===== src/rtl/irq_ctrl.sv =====
// 8-source fixed-priority interrupt controller on the core I/O bus.
// It synchronises and latches requests and sequences one interrupt at a time: assert, EOI, low gap.
module irq_ctrl #(
    parameter logic [7:0]  BASE_ADDR   = 8'hF0,
    parameter int unsigned N_SRC       = 8,
    parameter int unsigned SYNC_STAGES = 2
) (
    input  logic       clk_i,
    input  logic       rst_i,
    input  logic [7:0] src_i,
    input  logic [7:0] io_addr_i,
    input  logic [7:0] io_data_i,
    input  logic       io_we_i,
    output logic [7:0] io_data_o,
    output logic       irq_o
);

    localparam logic [7:0] SRC_EN = 8'((16'd1 << N_SRC) - 16'd1);
    localparam logic [7:0] A_PEND = BASE_ADDR;
    localparam logic [7:0] A_MASK = BASE_ADDR + 8'd1;
    localparam logic [7:0] A_MODE = BASE_ADDR + 8'd2;
    localparam logic [7:0] A_VEC  = BASE_ADDR + 8'd3;

    typedef enum logic [1:0] {
        IDLE     = 2'd0,
        ASSERT   = 2'd1,
        WAIT_EOI = 2'd2,
        GAP      = 2'd3
    } state_t;

    logic [SYNC_STAGES-1:0][7:0] sync_q;
    logic [7:0] s, s_prev_q, pend_q, mask_q, mode_q;
    logic [7:0] rise, wr_clr, eoi_clr, pend_d, req;
    logic [2:0] vec_q, winner;
    logic       wr_pend, wr_mask, wr_mode, eoi, in_service;
    state_t     state_q;
    logic       irq_q;

    assign s          = sync_q[SYNC_STAGES-1];
    assign wr_pend    = io_we_i && (io_addr_i == A_PEND);
    assign wr_mask    = io_we_i && (io_addr_i == A_MASK);
    assign wr_mode    = io_we_i && (io_addr_i == A_MODE);
    assign eoi        = io_we_i && (io_addr_i == A_VEC);
    assign in_service = (state_q == ASSERT) || (state_q == WAIT_EOI);

    // Edge bits: set beats clear; level bits simply track the synchronised line.
    always_comb begin
        rise    = s & ~s_prev_q;
        wr_clr  = wr_pend ? (io_data_i & ~mode_q) : 8'h00;
        eoi_clr = (in_service && eoi) ? (8'(8'd1 << vec_q) & ~mode_q) : 8'h00;
        pend_d  = ((((pend_q & ~(wr_clr | eoi_clr)) | rise) & ~mode_q) | (s & mode_q)) & SRC_EN;
        req     = pend_q & mask_q & SRC_EN;
    end

    // Lowest index wins.
    always_comb begin
        winner = 3'd0;
        for (int i = 7; i >= 0; i--) begin
            if (req[i]) winner = 3'(i);
        end
    end

    always_ff @(posedge clk_i) begin
        if (rst_i) begin
            sync_q   <= '0;
            s_prev_q <= 8'h00;
            pend_q   <= 8'h00;
            mask_q   <= 8'h00;
            mode_q   <= 8'h00;
        end else begin
            sync_q   <= {sync_q[SYNC_STAGES-2:0], src_i};
            s_prev_q <= s;
            pend_q   <= pend_d;
            if (wr_mask) mask_q <= io_data_i & SRC_EN;
            if (wr_mode) mode_q <= io_data_i & SRC_EN;
        end
    end

    // Request sequencer; GAP guarantees a low cycle so the core edge detector re-arms.
    always_ff @(posedge clk_i) begin
        if (rst_i) begin
            state_q <= IDLE;
            irq_q   <= 1'b0;
            vec_q   <= 3'd0;
        end else begin
            case (state_q)
                IDLE: begin
                    if (req != 8'h00) begin
                        vec_q   <= winner;
                        irq_q   <= 1'b1;
                        state_q <= ASSERT;
                    end
                end
                ASSERT, WAIT_EOI: begin
                    if (eoi) begin
                        irq_q   <= 1'b0;
                        state_q <= GAP;
                    end
                end
                GAP: begin
                    irq_q   <= 1'b0;
                    state_q <= IDLE;
                end
                default: begin
                    irq_q   <= 1'b0;
                    state_q <= IDLE;
                end
            endcase
        end
    end

    always_comb begin
        io_data_o = 8'h00;
        case (io_addr_i)
            A_PEND:  io_data_o = pend_q;
            A_MASK:  io_data_o = mask_q;
            A_MODE:  io_data_o = mode_q;
            A_VEC:   io_data_o = {in_service, 4'b0000, vec_q};
            default: io_data_o = 8'h00;
        endcase
    end

    assign irq_o = irq_q;

endmodule


===== config.mk =====
export PLATFORM = sky130hd
export DESIGN_NAME = irq_ctrl
export DESIGN_NICKNAME = d
export VERILOG_FILES = /design/src/rtl/irq_ctrl.sv
export SDC_FILE = /design/constraint.sdc
export NUM_CORES = 1
export LEC_CHECK = 0
export ABC_CLOCK_PERIOD_IN_PS = 1950
export BUFFER_PORTS_ARGS = -buffer_cell sky130_fd_sc_hd__buf_2
export CORE_MARGIN = 2
export CORE_UTILIZATION = 37
export DETAILED_ROUTE_END_ITERATION = 12
export HOLD_SLACK_MARGIN = 0.1
export PLACE_DENSITY = 0.67
export SLEW_MARGIN = 40
export SYNTH_ARGS = -nofsm -noshare
export SYNTH_HDL_FRONTEND = slang
export SYNTH_SLANG_ARGS = --single-unit

===== constraint.sdc =====
create_clock -name clk_i -period 1.95 [get_ports clk_i]
set_clock_uncertainty 0.1 [all_clocks]
set_input_delay 0.2925 -clock clk_i [delete_from_list [all_inputs] [get_ports clk_i]]
set_output_delay 0.2925 -clock clk_i [all_outputs]
set_load 0.005 [all_outputs]

Word-level counts from Yosys, hierarchy flattened. Cells that the tools add are included. W data, S select, Z words.

Register bits: 54. Input port bits: 27. Word-level logic and storage cells: 60.

Equality and inequality tests: 9. Shift operators: 1. Multiplexer cells: 17. Bitwise gates (word level): 13. Reductions and logical operators: 11.

Operator list (number): $and A8 B8 Y8 (7); $eq A8 B8 Y1 const B (4); $pmux W8 S4 (1); $mux W3 (8); $not A8 Y8 (3); $or A8 B8 Y8 (3); $mux W8 (2); $reduce_bool A8 Y1 (1); $shl A1 B3 Y8 const A (1); $pmux W2 S3 (1); $logic_and A1 B1 Y1 (5); $eq A2 B2 Y1 const B (2); $mux W2 (2); $ne A2 B2 Y1 const B (2); $reduce_and A2 Y1 (2); $pmux W1 S3 (1); $eq A2 B1 Y1 const B (1); $logic_not A2 Y1 (1); $mux W1 (2); $reduce_or A2 Y1 (1); $logic_or A1 B1 Y1 (1).

Depth between registers and ports, before layout.
Depth after elaboration: 10. Gate-level depth with buffers: 6. Gate-level depth less buffers: 6.

Worst setup path after synthesis. OpenSTA, ideal clock, no wires.

Kind: flip-flop to output port. From: register state_q[0]. To: output io_data_o[7]. Arrival time: 1.385 ns. Path slack: 0.172 ns. Stages on the path, launching flop included: 5. Buffers on the path: 0. Path through: dfxtp_1 -> inv_1 -> ha_1 -> mux4_2 -> and3_2.

Longest elaborated chain between the ends: 3.

Ends and longest elaborated chain: from (decl) (RTL line 36) `state_t state_q;`; from (signal assigned) (RTL line 82) `state_q <= IDLE;`; from (signal assigned) (RTL line 91) `state_q <= ASSERT;`; from (signal assigned) (RTL line 97) `state_q <= GAP;`; $eq A2 B1 Y1 / $eq A2 B2 Y1 (equally long branches) (RTL line 44) `assign in_service = (state_q == ASSERT) || (state_q == WAIT_EOI);`; $logic_or A1 B1 Y1 (*) (RTL line 44); $pmux W8 S4 (*) (RTL line 114) `case (io_addr_i)`; to (decl) (RTL line 14) `output logic [7:0] io_data_o,`.

Mark *: on every way between the ends. The rest lies on a longest branch, timed or not.

Worst setup path in the final report. Same ends and word-level chain as after synthesis.

==> impl_metrics.yaml <==
run_status:
  status: "complete, but fails checks"
  violations: "setup timing"
die:
  dieHeight_um: 86.94
  rows: 30
  core_mm2: 0.006719
  die_area_mm2: 0.007558
  die_x_um: 86.94
  start_util_pct: 37.88
  pin_count: 36
setup_path:
  reg2reg_from: "state_q[1]$_SDFFE_PP0P_"
  rrSetupSlack_ns: 0.35
  cp_cell_sequence: "inv_2 > ha_4 > mux4_2 > and3_4 > buf_6"
  path_class: "reg -> out"
  cp-startpoint: "state_q[0]$_SDFFE_PP0P_"
  critPathRequiredTime_ns: 1.56
  critPathMaxFanout: 2
  reg2regPathDepth: 7
  end_kind: "output port"
  arrival_ns: 1.68
  r2r-end: "state_q[0]$_SDFFE_PP0P_"
  crit_slowest_cell: "mux4_2"
  slowest_delay_ns: 0.45
  startpoint_type: "flip-flop"
  cp-endpoint: "io_data_o[7]"
logic_synthesis:
  synthArstFlopShare_pct: 0
  synth_edf_count: 0
  synth_ff_type: "dfxtp_1"
  yosysSeqAreaShare_pct: 42.48
  yosysUniqueCellTypes: 43
  synth.avg_cell_area_um2: 9.751
  synth_nets: 290
  yosysWarnings: 0
  syn-cell-area_mm2: 0.002545
  synth_seq_cells: 54
  netlist_instances: 261
power_and_ir_drop:
  power_density_mw_per_mm2: 679.0
  internal_power_mw: 1.553
  swShare_pct: 24.69
  pwr-share-comb_pct: 11.4
  sequentialPowerShare_pct: 56.0
  leakagePower_nw: 1.249
  max-vdd-ir-drop_uv: 339.9
  p_sw_uw: 509.0
  clockPowerShare_pct: 32.5
drt:
  wl_per_cell_um: 13.43
  drtPass1Iterations: 4
  ant_nets: 0
  routed_wl_um: 5223
  drt_first_iter_violations: 154
  vias_per_cell: 5.139
  vias: 1999
  drc: 0
sta:
  finalCritPeriodShare_pct: 106.2
  maxSlewHeadroom_pct: 76.74
  setup_viol: 1
  rsz0062_at_grt: "yes"
  report.final.slew_viol_count: 0
  fmax_ghz: 0.4829
  hold_violations: 0
  fin_ws_ns: -0.1210
  post-route-min-period_ns: 2.071
  tightest_slew_ns: 0.3489
place:
  placed_area_mm2: 0.002794
  dp_hpwl_um: 3730
  placement.io_buffers: 35
  gp_congestion: 0.9082
  numPlacedInstances: 368
global_routing:
  grt_pass1_vias: 1790
  track_usage_pct: 14.78
  grt_pass1_wl_um: 8659
  antenna_found_initial: 0
  overflow: 0
  grt_max_degree: 51
clock_tree:
  clock-sinks: 54
  root_buffer: "clkbuf_8"
  clkSlewWorstSetupHoldPaths_ns: 0.09
  cts_buffers: 5
  htreeDepth: 2
  clock_latency_ns: 0.31
  clockBufferDepth: 2
  cts_tree: "yes"
layout:
  instances_no_fill: 389
  nFillCells: 663
  stdcell_area_mm2: 0.003037
  drive_gt1_share_pct: 26.54
  diodes: 0
  final_nets: 337
  syn2layout_area_growth_pct: 19.32
run:
  max-cap-violations: 0
min_path:
  hold_path.class: "in -> reg"
==> power groups by stage <==
stage               Combinational, mW  Sequential (mW)  Clock [mW]
detailed placement              0.196             1.18           0
finish                          0.235             1.16       0.671
CTS                             0.224             1.16       0.688
global route                    0.260             1.16       0.731
floorplan                       0.137             1.17           0
global placement                0.192             1.18           0
==> area by class of cell <==
class / count / area (um^2) / share of cell area, %
multi-input cells: 180 / 1355 / 44.62
flip-flops and latches: 54 / 1085 / 35.72
repair buffers: 52 / 341.6 / 11.25
well taps: 80 / 100.1 / 3.296
clock buffers: 6 / 82.58 / 2.719
inverters: 15 / 56.30 / 1.854
clock inverters: 2 / 16.27 / 0.5356
==> layout by cell type, fill, tap and decap left out, drive strengths merged <==
cell / synthesis / final
a32o: 2 / 2
a211oi: 2 / 2
o21ai: 18 / 18
buf: 8 / 44
nor3: 3 / 3
inv: 15 / 16
dlygate4sd3: 0 / 8
nor4b: 2 / 2
and3: 5 / 5
a21oi: 9 / 9
a41o: 1 / 1
and2b: 1 / 1
nand4: 2 / 2
a31oi: 2 / 2
dfxtp: 54 / 54
mux4: 4 / 4
mux2i: 20 / 20
o32ai: 1 / 1
o31ai: 1 / 1
and4: 2 / 2
clkinvlp: 0 / 1
nand3: 1 / 1
a22oi: 4 / 4
nor4: 4 / 4
nand2: 12 / 12
nand3b: 1 / 1
nand2b: 20 / 20
nor2b: 24 / 24
nor3b: 8 / 8
ha: 2 / 2
or2b: 1 / 1
o41ai: 3 / 3
nand4b: 1 / 1
a21o: 2 / 2
clkbuf: 4 / 6
mux2: 1 / 1
nor2: 21 / 21
==> synth_stat cells (4+ instances only) <==
cell type   n  area (um^2)
dfxtp_1    54         1081
o21ai_0    18        90.09
a21oi_1     8        40.04
clkbuf_1    4        15.01
nor3b_1     8        60.06
mux4_2      4        90.09
nor2b_1    24        150.1
nor4_1      4        25.02
and3_2      4        30.03
nand2_1    12        45.04
a22oi_2     4        50.05
mux2i_1    20        200.2
inv_1      15        56.30
nor2_1     19        71.32
nand2b_1   20        125.1
==> flip-flops by register name, indices dropped and copies added, names as in the netlist <==
| register | count |
|---|---|
| irq_o | 1 |
| mask_q | 8 |
| mode_q | 8 |
| pend_q | 8 |
| s | 8 |
| s_prev_q | 8 |
| state_q | 2 |
| sync_q | 8 |
| vec_q | 3 |
==> timing repair <==
| action | 4_1_cts | 5_1_grt |
|---|---|---|
| hold buffers | 8 | 0 |
| gates resized for setup | 7 | 1 |
| pin swaps | 1 | 1 |
| endpoints found under the hold margin | 8 | 0 |
| endpoints found under the setup margin | 1 | 2 |
| setup buffers | 2 | 3 |
==> worst max-delay path, delay by kind of cell, from the launching register on <==
| kind | cells | cell delay, ns |
|---|---|---|
| adders and majority gates | 1 | 0.23 |
| DFF | 1 | 0.35 |
| muxes | 1 | 0.45 |
| and+or+nand+nor | 1 | 0.19 |
| buffers and inverters | 2 | 0.15 |
==> worst min path at each step <==
stage                              start                endpoint  slack [ns]  depth (start not counted)
floorplan           sync_q[0]$_SDFF_PP0_         s[0]$_SDFF_PP0_        0.31                          1
global placement    sync_q[1]$_SDFF_PP0_         s[1]$_SDFF_PP0_        0.32                          1
detailed placement  sync_q[2]$_SDFF_PP0_         s[2]$_SDFF_PP0_        0.32                          1
CTS                         io_data_i[4]  mask_q[4]$_SDFFE_PP0P_        0.14                          3
global route                io_data_i[6]  mask_q[6]$_SDFFE_PP0P_        0.16                          3
finish                      io_data_i[0]  mask_q[0]$_SDFFE_PP0P_        0.15                          3
==> kinds of logic after synthesis <==
family | count (synthesis) | synth area share (%)
compound gates | 45 | 12.14
fa+ha+maj | 2 | 0.9831
buf+inv | 27 | 4.916
flops | 54 | 42.48
mux | 25 | 12.00
simple gates | 108 | 27.48
==> per-stage QoR <==
stage | hold slack, ns | power, mW | worst slack [ns] | util, % | setup TNS (ns)
after detailed placement | 0.3226 | 1.376 | 0.1049 | 41.58 | 0
after CTS | 0.1446 | 2.066 | -0.1266 | 44.84 | -0.1266
after global placement | 0.3174 | 1.371 | 0.1246 | 41.58 | 0
after floorplan | 0.3138 | 1.311 | 0.1722 | - | 0
final | 0.1508 | 2.062 | -0.1210 | 45.20 | -0.1210
after global routing | 0.1604 | 2.151 | -0.1624 | 45.20 | -0.1624
==> metal layers <==
layer  up-vias  wire length [um]  global-route usage (%)
li1       1003                 -                       -
met1       927              2606                   21.04
met2        61              2219                   21.44
met3         8               295                   3.033
met4         0               102                   6.676
met5         -                 0                       0
No activity file was read; power rests on OpenSTA's default activity.
